**src/rtl/fp32_pkg.sv**
```systemverilog
// Shared definitions for the fp32 conversion and arithmetic blocks:
// converter FSM states, IEEE 754 single-precision field positions and constants.
package fp32_pkg;

  localparam int EXP_BIAS = 127;

  localparam int SIGN_BIT = 31;
  localparam int EXP_MSB  = 30;
  localparam int EXP_LSB  = 23;
  localparam int MANT_MSB = 22;

  localparam logic [31:0] FP32_POS_ZERO = 32'h00000000;

  typedef enum logic [1:0] {
    IDLE  = 2'd0,
    NORM  = 2'd1,
    ROUND = 2'd2,
    DONE  = 2'd3
  } conv_state_t;

endpackage

```
**src/rtl/fp32_round_rne.sv**
```systemverilog
// Round-to-nearest-even on a 23-bit mantissa with guard/sticky bits.
// A mantissa carry-out is folded into the exponent.
module fp32_round_rne
  import fp32_pkg::*;
(
  input  logic [MANT_MSB:0]        mant,
  input  logic                     guard,
  input  logic                     sticky,
  input  logic [EXP_MSB-EXP_LSB:0] exp,
  output logic [MANT_MSB:0]        mant_out,
  output logic [EXP_MSB-EXP_LSB:0] exp_out,
  output logic                     inexact
);

  logic              round_up;
  logic [MANT_MSB+1:0] mant_sum;

  // Ties go up only when that makes the mantissa even.
  assign round_up = guard & (sticky | mant[0]);
  assign mant_sum = {1'b0, mant} + {{(MANT_MSB+1){1'b0}}, round_up};

  // On carry the low 23 bits are already zero, i.e. 1.0 x 2^(exp+1).
  assign mant_out = mant_sum[MANT_MSB:0];
  assign exp_out  = exp + {{(EXP_MSB-EXP_LSB){1'b0}}, mant_sum[MANT_MSB+1]};
  assign inexact  = guard | sticky;

endmodule

```
**src/rtl/int_to_fp32.sv**
```systemverilog
// Multi-cycle 32-bit integer (signed or unsigned) to IEEE 754 single converter.
// Normalises one bit per cycle, then rounds to nearest even.
module int_to_fp32 #(
  parameter int EXP_BIAS = 127
) (
  input  logic        clk,
  input  logic        rst_n,
  input  logic        in_valid,
  output logic        in_ready,
  input  logic [31:0] in_data,
  input  logic        in_signed,
  output logic        out_valid,
  input  logic        out_ready,
  output logic [31:0] out_data,
  output logic        out_inexact
);

  // Handshakes: a transfer happens on a rising edge where valid && ready.
  // Input side is ready only in IDLE; output is valid only in DONE and the
  // result stays stable until out_ready is seen.

  fp32_pkg::conv_state_t state_q, state_d;

  logic        sign_q;
  logic [31:0] mag_q;
  logic [7:0]  exp_q;
  logic [31:0] out_data_q;
  logic        out_inexact_q;

  logic [31:0] mag_in;
  logic [22:0] rnd_mant;
  logic [7:0]  rnd_exp;
  logic        rnd_inexact;

  assign mag_in = (in_signed & in_data[31]) ? (~in_data + 32'd1) : in_data;

  fp32_round_rne u_round (
    .mant     (mag_q[30:8]),
    .guard    (mag_q[7]),
    .sticky   (|mag_q[6:0]),
    .exp      (exp_q),
    .mant_out (rnd_mant),
    .exp_out  (rnd_exp),
    .inexact  (rnd_inexact)
  );

  always_ff @(posedge clk or negedge rst_n) begin
    if (!rst_n) state_q <= fp32_pkg::IDLE;
    else        state_q <= state_d;
  end

  always_comb begin
    state_d = state_q;
    case (state_q)
      fp32_pkg::IDLE:  if (in_valid) state_d = (in_data == 32'd0) ? fp32_pkg::DONE : fp32_pkg::NORM;
      fp32_pkg::NORM:  if (mag_q[31]) state_d = fp32_pkg::ROUND;
      fp32_pkg::ROUND: state_d = fp32_pkg::DONE;
      fp32_pkg::DONE:  if (out_ready) state_d = fp32_pkg::IDLE;
      default:         state_d = fp32_pkg::IDLE;
    endcase
  end

  always_ff @(posedge clk or negedge rst_n) begin
    if (!rst_n) begin
      sign_q        <= 1'b0;
      mag_q         <= 32'd0;
      exp_q         <= 8'd0;
      out_data_q    <= fp32_pkg::FP32_POS_ZERO;
      out_inexact_q <= 1'b0;
    end else begin
      case (state_q)
        fp32_pkg::IDLE: begin
          if (in_valid) begin
            sign_q <= in_signed & in_data[31];
            mag_q  <= mag_in;
            exp_q  <= 8'(EXP_BIAS + 31);
            // Zero skips normalisation; always +0, even for signed input.
            if (in_data == 32'd0) begin
              out_data_q    <= fp32_pkg::FP32_POS_ZERO;
              out_inexact_q <= 1'b0;
            end
          end
        end
        fp32_pkg::NORM: begin
          if (!mag_q[31]) begin
            mag_q <= {mag_q[30:0], 1'b0};
            exp_q <= exp_q - 8'd1;
          end
        end
        fp32_pkg::ROUND: begin
          out_data_q    <= {sign_q, rnd_exp, rnd_mant};
          out_inexact_q <= rnd_inexact;
        end
        default: ;
      endcase
    end
  end

  assign in_ready    = (state_q == fp32_pkg::IDLE);
  assign out_valid   = (state_q == fp32_pkg::DONE);
  assign out_data    = out_data_q;
  assign out_inexact = out_inexact_q;

endmodule

```
**config.mk**
```make
export PLATFORM = sky130hd
export DESIGN_NAME = int_to_fp32
export DESIGN_NICKNAME = d
export VERILOG_FILES = /design/src/rtl/fp32_pkg.sv /design/src/rtl/fp32_round_rne.sv /design/src/rtl/int_to_fp32.sv
export SDC_FILE = /design/constraint.sdc
export NUM_CORES = 1
export LEC_CHECK = 0
export CORE_AREA = 2 2 99 101
export CTS_BUF_LIST = sky130_fd_sc_hd__clkbuf_4 sky130_fd_sc_hd__clkbuf_8
export DETAILED_ROUTE_END_ITERATION = 10
export DIE_AREA = 0 0 101 103
export HOLD_SLACK_MARGIN = 0.02
export PLACE_DENSITY = 0.82
export SYNTH_ARGS = -nofsm -noshare
export SYNTH_HDL_FRONTEND = slang
export SYNTH_SLANG_ARGS = --single-unit
```
**constraint.sdc**
```tcl
create_clock -name clk -period 2.35 [get_ports clk]
set_clock_uncertainty 0.1 [all_clocks]
set_input_delay 0.235 -clock clk [delete_from_list [all_inputs] [get_ports clk]]
set_output_delay 0.235 -clock clk [all_outputs]
set_load 0.005 [all_outputs]
```
==> After elaboration in Yosys (flattened, before gate mapping) <==
Index checks and enable logic that the tools add are counted.
{ "word_totals": {"wordCells": 52, "out_inout_bits": 35, "inputBits": 37, "register_bits": 76} }
{ "op_classes": {"mux": 18, "n_eq_ne": 8, "add_sub_neg": 4, "reduce_logical": 10, "bitwise_logic": 5} }
{ "ops": {"columns": ["cell", "n"], "rows": [
  ["32-bit 2-to-1 mux", 5],
  ["32-bit one-hot mux with 2 select lines", 2],
  ["32-bit by 1-bit adder with 32-bit output, second input constant", 1],
  ["32-bit zero test", 1],
  ["32-bit inverter", 1],
  ["23-bit by 1-bit adder with 24-bit output", 1],
  ["8-bit 2-to-1 mux", 2],
  ["8-bit one-hot mux with 2 select lines", 1],
  ["3-bit AND reduction", 3],
  ["8-bit by 1-bit adder with 8-bit output", 1],
  ["2-bit 2-to-1 mux", 4],
  ["2-bit one-hot mux with 4 select lines", 1],
  ["8-bit by 1-bit subtractor with 8-bit output, second input constant", 1],
  ["7-bit OR reduction", 1],
  ["2-bit != test, second input constant", 3],
  ["2-bit == test, second input constant", 2],
  ["2-bit by 1-bit != test with 1-bit output, second input constant", 2],
  ["2-bit AND reduction", 2],
  ["2-bit nonzero test", 2],
  ["1-bit bitwise AND", 2],
  ["2-bit by 1-bit == test with 1-bit output, second input constant", 1],
  ["2-bit zero test", 1],
  ["1-bit 2-to-1 mux", 2],
  ["1-bit bitwise OR", 2],
  ["1-bit one-hot mux with 2 select lines", 1]
]} }

==> Logic depth before layout (Yosys ltp) <==
Gate-level depths: netlist of the first run.
{ "depth": {"word_depth": 6, "ltp_mapped": 11, "depth_no_buf": 10} }

==> By module <==
Synthesis of the first run repeated with hierarchy kept, for this count alone.
{ "unflattened": {"cells_unflattened": 649, "area_unflattened_um2": 5470.2} }
{ "by_module_without_submodules": {"columns": ["module", "seq_area_each_um2", "area_per_inst_um2", "cells_per_inst", "instances"], "rows": [
  ["int_to_fp32", 1901.8, 4889.7, 571, 1],
  ["fp32_round_rne", 0.0, 580.6, 78, 1]
]} }

==> Worst setup path before layout of the first run <==
OpenSTA, ideal clock, no wires.
{ "synth_timing": {"kind": "reg2reg", "startpoint": "reg mag_q[10]", "endpoint": "reg out_data_q[30], in the netlist out_data[30]", "t_arrival_ns": 2.159, "required_time_ns": 2.174, "path_slack_ns": 0.014, "synth_period_minus_slack_ns": 2.336, "setup_ns": 0.076, "n_path_buf": 1, "stages_incl_launch_ff": 12, "path_cell_list": "dfrtp_1 > buf_2 > nand4_1 > nor3_1 > nand3_1 > nor2_1 > ha_1 > nand4_1 > nor2_1 > nand2_1 > xor2_1 > o21ai_1"} }
{ "synth_via": {"elab_chain_len": 3} }
{ "synth_rtl": {"columns": ["element", "line_no", "source"], "rows": [
  ["start, declared", "int_to_fp32.sv:25", "logic [31:0] mag_q;"],
  ["start signal, assigned", "int_to_fp32.sv:75", "mag_q <= mag_in;"],
  ["start signal, assigned", "int_to_fp32.sv:86", "mag_q <= {mag_q[30:0], 1'b0};"],
  ["23-bit by 1-bit adder with 24-bit output", "fp32_round_rne.sv:20", "assign mant_sum = {1'b0, mant} + {{(MANT_MSB+1){1'b0}}, round_up};"],
  ["8-bit by 1-bit adder with 8-bit output", "fp32_round_rne.sv:24", "assign exp_out = exp + {{(EXP_MSB-EXP_LSB){1'b0}}, mant_sum[MANT_MSB+1]};"],
  ["32-bit one-hot mux with 2 select lines", "int_to_fp32.sv:71", "case (state_q)"],
  ["end signal, assigned", "int_to_fp32.sv:68", "out_data_q <= fp32_pkg::FP32_POS_ZERO;"],
  ["end signal, assigned", "int_to_fp32.sv:79", "out_data_q <= fp32_pkg::FP32_POS_ZERO;"],
  ["end signal, assigned", "int_to_fp32.sv:91", "out_data_q <= {sign_q, rnd_exp, rnd_mant};"],
  ["end, declared", "int_to_fp32.sv:27", "logic [31:0] out_data_q;"]
]} }
Every way passes these cells.
A chain may end at the register's enable or synchronous reset.

==> Worst setup path after layout of the first run <==
{ "layout_timing": {"startpoint": "in in_data[0]", "endpoint": "reg mag_q[21]"} }
{ "layout_via": {"elab_chain_len": 5} }
{ "layout_rtl": {"columns": ["element", "line_no", "source"], "rows": [
  ["start, declared", "int_to_fp32.sv:10", "input logic [31:0] in_data,"],
  ["32-bit inverter", "int_to_fp32.sv:35", "assign mag_in = (in_signed & in_data[31]) ? (~in_data + 32'd1) : in_data;"],
  ["32-bit by 1-bit adder with 32-bit output", "int_to_fp32.sv:35", null],
  ["32-bit 2-to-1 mux", "int_to_fp32.sv:35", null],
  ["32-bit 2-to-1 mux", "int_to_fp32.sv:73", "if (in_valid) begin"],
  ["32-bit one-hot mux with 2 select lines", "int_to_fp32.sv:71", null]
]} }
Every way passes these cells. The select of a mux whose other input is x is not followed.

==> results by group, run 1 <==
Worst setup path
  • Critical Path AT: 2340 ps
  • Crit path capture: mag_q[21]$_DFFE_PN0P_
  • CP Launch Type: input port
  • Worst Path Required: 2450 ps
  • Reg-to-reg endpoint: out_data[30]$_DFFE_PN0P_
  • R2r setup slk: 130 ps
  • Setup crit end kind: flop
  • R2R depth: 10
  • Worst setup startpoint: in_data[0]
  • Launching point of the worst reg2reg path: mag_q[20]$_DFFE_PN0P_
  • Max FO, Critical Path: 4
  • Worst setup path category: input port to flop

Global routing
  • Largest net degree at the start of global routing: 46
  • Gr usage total: 0.244
  • First-pass GRT wire length: 19.9 mm
  • Vias in the first global route: 4159
  • Initial antenna violation count: 0
  • Gr ovfl total: 0

STA
  • F_max: 0.447 GHz
  • Fin. Hold Viols: 0
  • Rel. slew slack: 0.429
  • Final hold slack: 313 ps
  • Setup violations, final: 0
  • Max-slew violation total from the final report: 0
  • Slew @ Worst Pin: 854 ps
  • Crit path time final: 2240 ps
  • Period utilization: 0.953

Logic synthesis
  • Most used DFF post-synth: dfrtp_1
  • Post-synthesis mux area share: 0.00443
  • Cells after Synth: 525
  • Seq/Total Area, Yosys: 0.421
  • Largest family of logic cells by synthesized area: simple AND/OR/NAND/NOR gates
  • Post-Synth XOR/XNOR Area: 0.116
  • Ranking of synthesized cells by area: dfrtp_1 (42%), nand2_1 (6.6%), xnor2_1 (6.4%)
  • Count leader, synth: nand2_1
  • Syn Area/Cell: 8.61 µm²
  • Async set-reset flop share out of synthesis: 1.00
  • Distinct cell type count after synthesis: 47
  • Synth Area in Compound Gates: 0.178
  • Number of synthesized flops with an enable pin: 0
  • Synthesis warning total: 0
  • Share of the synthesized area in the top cell type: 0.421
  • Syn nets: 571
  • Post-synthesis register bit count: 76
  • Post-Synth Simple-Gate Area: 0.215
  • Synth Cell Area: 4520 µm²
  • Top post-synthesis cells by count: nand2_1 (80), dfrtp_1 (76), o21ai_0 (57)
  • Synth Area in Adders: 0.0249
  • Post-synth top area cell: dfrtp_1

Placement
  • Port Buffers: 71
  • HPWL Detailed: 9.28 mm
  • DP Cell Count: 759
  • RePlAce Congestion: 0.925

Die
  • Ports: 72
  • Die footprint: 10400 µm²
  • Die width: 101 µm
  • Initial Utilization: 0.478
  • Core Region: 9460 µm²
  • Row count: 36
  • Die H: 103 µm

Final layout
  • Share of cells above drive strength 1: 0.190
  • Diodes inserted: 0
  • Finished Core Util: 0.648
  • Final net count: 704
  • Layout overhead on the synthesized area: 35.6%
  • Fin cells: 776

CTS
  • CTS tree: built
  • Num CTS Buffers: 9
  • CTS root buf: clkbuf_8
  • CTS H-tree depth: 3
  • Clock buffer depth: 2
  • Clk_lat worst skew: 360 ps
  • Sink Count: 76
  • Clock transition at path regs: 70 ps

Route
  • Final ANT Viol Nets: 0
  • Initial DRC Count: 434
  • WL/cell: 15.7 µm
  • Drt total wl: 12.2 mm
  • DR vias: 4369
  • Drt drc: 0
  • First-pass iteration count of the detailed router: 5
  • Vias per cell: 5.63

Job
  • Max-cap violations: 0

Pwr
  • Static leakage: 0.00253 µW
  • Pwr/cell area: 1110 nW/µm²
  • Maximum vdd drop: 465 µV

Min path
  • Worst hold path type: input port to asynchronous set/reset pin

Outcome
  • Status: finished clean
## timing repair
item | in CTS | in global routing
hold buffers | 1 | 0
setup endpoints to repair | 0 | 37
endpoints found under the hold margin | 24 | 0
resized for setup | 0 | 14
buffers inserted | 0 | 1
## metal layers
| layer | vias up | share of wire | track usage |
|---|---|---|---|
| li1 | 2098 | - | - |
| met1 | 2034 | 0.42 | 0.314 |
| met2 | 203 | 0.48 | 0.412 |
| met3 | 34 | 0.075 | 0.0386 |
| met4 | 0 | 0.027 | 0.105 |
| met5 | - | 0 | 0 |
## cell type report
| type | count | area (µm²) |
|---|---|---|
| multi-input combinational | 405 | 2490 |
| timing repair buffer | 154 | 1360 |
| sequential | 76 | 1900 |
| inverter | 12 | 45.0 |
| fill | 769 | 3330 |
| clock inverter | 2 | 35.0 |
| tap | 114 | 143 |
| clock buffer | 13 | 160 |
## per-stage QoR
| step | setup TNS [ps] | setup slack (ps) | area (µm²) | power (µW) |
|---|---|---|---|---|
| 5_1_grt | -0.758 | -0.758 | 6130 | 7310 |
| 6_report | 0 | 110 | 6130 | 6820 |
| 3_3_place_gp | -6290 | -204 | 5860 | 5580 |
| 4_1_cts | 0 | 40.4 | 6070 | 6770 |
| 2_1_floorplan | 0 | 14.4 | 4520 | 4120 |
| 3_5_place_dp | -10630 | -314 | 5860 | 5750 |
## layout by cell type, fill, tap and decap left out, types with 3 or more instances in the layout
master and count:
a21oi_1 40, a22oi_1 4, a31oi_1 5, and2_1 3
and3_1 9, buf_4 80, clkbuf_4 3, clkbuf_8 10
clkdlybuf4s50_1 70, dfrtp_1 76, ha_1 8, inv_1 12
nand2_1 80, nand2b_1 5, nand3_1 11, nand4_1 6
nor2_1 31, nor2b_1 3, nor3_1 11, nor4_1 3
o21ai_0 56, o21ai_1 4, o22ai_1 9, o31ai_1 12
or2_2 3, or3_1 4, or4_1 3, or4b_2 9
xnor2_1 33, xor2_1 27
## cells by family (layout without fill, tap and decap cells)
logic type / count (synthesis) / after routing
AO/OA/AOI/OAI: 140 / 140
flip-flops: 76 / 76
buffers and inverters: 44 / 181
XOR/XNOR: 60 / 60
adder cells (fa/ha/maj): 9 / 9
AND/OR/NAND/NOR: 194 / 194
multiplexers: 2 / 2
## power by group
group	internal [µW]	leakage, µW	switching, µW
registers	1890	0.000922	396
clock network	548	0.000104	460
logic	1670	0.00151	1860
## how the worst min path moves through the flow
stage / to / slack [ps] / cells after the start
global route: sign_q$_DFFE_PN0P_ / 380 / 2
CTS: sign_q$_DFFE_PN0P_ / 320 / 2
global placement: mag_q[18]$_DFFE_PN0P_ / 160 / 1
floorplan: exp_q[0]$_DFFE_PN0P_ / -160 / 0
detailed placement: mag_q[18]$_DFFE_PN0P_ / 160 / 1
finish: sign_q$_DFFE_PN0P_ / 310 / 2
## flip-flops by register name, indices dropped and copies added (netlist names)
register	flops
out_data	32
out_inexact	1
sign_q	1
exp_q	8
mag_q	32
state_q	2
## worst max-delay path, cell delays in order
cell	delay, ps
clkdlybuf4s50_1	440
or4_1	610
or3_1	400
nor2_1	200
a21oi_1	110
xnor2_1	240
a21oi_1	100
Note: power is estimated with default switching activity, not from simulation.
==> run 2, diff against run 1 <==
Settings changed: GPL_TIMING_DRIVEN from default to 0.
==> run 2 against run 1 <==
Routed wire length is essentially flat. Sequential power grew 6%. Count of clock-buffer cells in the layout shrank 2. Die area is the same. Total power grew 0.85%. Maximum frequency shrank 1.1%. Combinational power shrank 5.7%. Sequential share of layout area grew 0.84 points. Critical endpoint is now out_data[30]$_DFFE_PN0P_. Largest power group unchanged. Highest routed layer unchanged.
==> results by group, run 2 (synthesis results as in run 1) <==
Global routing
  • Gr usage total: 0.236 (was 0.244)
  • First-pass GRT wire length: 19.0 mm (was 19.9 mm)
  • Initial antenna violation count: 0 (unchanged)
  • Largest net degree at the start of global routing: 49 (was 46)
  • Vias in the first global route: 3949 (was 4159)
  • Gr ovfl total: 0 (unchanged)

Die
  • Core Region: 9460 µm² (unchanged)
  • Ports: 72 (unchanged)
  • Die width: 101 µm (unchanged)
  • Initial Utilization: 0.478 (unchanged)
  • Die footprint: 10400 µm² (unchanged)
  • Row count: 36 (unchanged)
  • Die H: 103 µm (unchanged)

Route
  • DR vias: 4194 (was 4369)
  • Drt drc: 0 (unchanged)
  • Vias per cell: 5.66 (was 5.63)
  • WL/cell: 16.5 µm (was 15.7 µm)
  • Final ANT Viol Nets: 0 (unchanged)
  • First-pass iteration count of the detailed router: 5 (unchanged)
  • Drt total wl: 12.2 mm (about the same)
  • Initial DRC Count: 260 (was 434)

CTS
  • CTS tree: built (unchanged)
  • Clk_lat worst skew: 350 ps (was 360 ps)
  • Clock transition at path regs: 80 ps (was 70 ps)
  • Clock buffer depth: 2 (unchanged)
  • Num CTS Buffers: 9 (unchanged)
  • Sink Count: 76 (unchanged)
  • CTS H-tree depth: 3 (unchanged)
  • CTS root buf: clkbuf_8 (unchanged)

Pwr
  • Pwr/cell area: 1150 nW/µm² (was 1110 nW/µm²)
  • Maximum vdd drop: 417 µV (was 465 µV)
  • Static leakage: 0.00238 µW (was 0.00253 µW)
  • Final Power: 6880 µW (was 6820 µW)

STA
  • Rel. slew slack: 0.655 (was 0.429)
  • Slew @ Worst Pin: 518 ps (was 854 ps)
  • Setup violations, final: 0 (unchanged)
  • Fin. Hold Viols: 0 (unchanged)
  • Period utilization: 0.963 (was 0.953)
  • Max-slew violation total from the final report: 0 (unchanged)
  • Fin Setup TNS: 0 ps (unchanged)
  • F_max: 0.442 GHz (was 0.447 GHz)
  • RSZ-0062 raised after global routing: true
  • Crit path time final: 2260 ps (was 2240 ps)

Worst setup path
  • Slowest CP cell: dfrtp_1 (was or4_1)
  • Worst path max stage delay: 350 ps (was 610 ps)
  • Setup crit end kind: flop (unchanged)
  • Critical Path AT: 2450 ps (was 2340 ps)
  • Worst path cell trace: buf_6, nand4_1, nor3_4, nand3_2, nor2_4, ha_4, nand4_1, nor2_2, nand2_1, xor2_1, o21ai_1 (was clkdlybuf4s50_1, or4_1, or3_1, nor2_1, a21oi_1, xnor2_1, a21oi_1)
  • Max FO, Critical Path: 7 (was 4)
  • Worst path bufs/invs: 1 (unchanged)
  • Most used cell, CP: nand4_1 (was a21oi_1)
  • CP Launch Type: flop (was input port)
  • Worst setup startpoint: mag_q[10]$_DFFE_PN0P_ (was in_data[0])
  • Worst Path Required: 2530 ps (was 2450 ps)
  • Worst setup path category: flop to flop (was input port to flop)
  • Launching point of the worst reg2reg path: mag_q[10]$_DFFE_PN0P_ (was mag_q[20]$_DFFE_PN0P_)
  • CP top delay family: simple AND/OR/NAND/NOR gates (unchanged)

Placement
  • Port Buffers: 71 (unchanged)
  • HPWL Detailed: 8.79 mm (was 9.28 mm)
  • RePlAce Congestion: 0.955 (was 0.925)
  • DP Cell Count: 711 (was 759)

Final layout
  • Fin cells: 741 (was 776)
  • Layout overhead on the synthesized area: 32.4% (was 35.6%)
  • Diodes inserted: 0 (unchanged)
  • Commonest non-fill, non-tap cells in the layout: nand2_1 (79), dfrtp_1 (72), clkdlybuf4s50_1 (66), o21ai_0 (47), a21oi_1 (39) (was nand2_1 (80), buf_4 (80), dfrtp_1 (76), clkdlybuf4s50_1 (70), o21ai_0 (56))
  • Commonest non-fill, non-tap cell in the layout: nand2_1
  • Share of cells above drive strength 1: 0.155 (was 0.190)
  • Final net count: 668 (was 704)

Min path
  • Hold Crit Start: in_data[23]
  • Worst hold path type: input port to flop (was input port to asynchronous set/reset pin)

Job
  • Max-cap violations: 0 (unchanged)

Outcome
  • Status: finished clean (unchanged)
## run 2: stage by stage
| stage | utilization | hold slack, ps | cell area (µm²) | setup slack [ps] |
|---|---|---|---|---|
| floorplan | - | -161 | 4520 | 14.4 |
| global placement | 0.568 | 361 | 5370 | -1580 |
| detailed placement | 0.571 | 84.6 | 5400 | -793 |
| CTS | 0.607 | 248 | 5750 | -13.8 |
| global route | 0.632 | 273 | 5980 | -70.4 |
| finish | 0.632 | 223 | 5980 | 86.3 |
## run 2: worst min-delay path, delay by kind of cell
| kind | cells | cell delay, ps |
|---|---|---|
| buf+inv | 1 | 180 |
| compound gates | 1 | 60 |
| xor+xnor | 1 | 160 |
## run 2: repair_timing
item                                    in CTS  in global routing
buffers inserted                             6                  8
resized for setup                           21                 64
endpoints found under the setup margin      71                 63
pin swaps                                    4                  9
hold buffers                                 1                  0
endpoints found under the hold margin       28                  0
## run 2: path summary, 6_finish.rpt
| check | slack (ps) | cells after the start | end |
|---|---|---|---|
| setup / recovery | 90 | 11 | out_data[30]$_DFFE_PN0P_ |
| hold / removal | 220 | 3 | mag_q[23]$_DFFE_PN0P_ |
| setup reg to reg | 90 | 11 | out_data[30]$_DFFE_PN0P_ |
| hold reg to reg | 380 | 2 | out_data[10]$_DFFE_PN0P_ |
| max in group asynchronous | 1320 | 3 | out_data[26]$_DFFE_PN0P_ |
| min in group asynchronous | 280 | 2 | mag_q[31]$_DFFE_PN0P_ |
## run 2: layout make-up
cell class,count,area (µm²)
Fill cell,759,3480
Multi-Input combinational cell,405,2630
Sequential cell,76,1910
Timing Repair Buffer,87,861
Buffer,31,174
Clock buffer,11,145
Tap cell,114,143
Clock inverter,5,75.1
Inverter,12,45.0
## run 2: per-layer routing
layer	GRT usage	wire length, µm	up-vias	part of all wire
met4	0.117	232	0	0.019
met3	0.0359	763	23	0.062
li1	-	-	2029	-
met2	0.393	5970	153	0.49
met5	0	0	-	0
met1	0.301	5250	1989	0.43
## run 2: report_power, final
part / internal, µW / total [µW] / switching [µW]
Clock: 634 / 1120 / 489
Combinational: 1540 / 3330 / 1790
Sequential: 1900 / 2430 / 539
Total: 4070 / 6880 / 2810
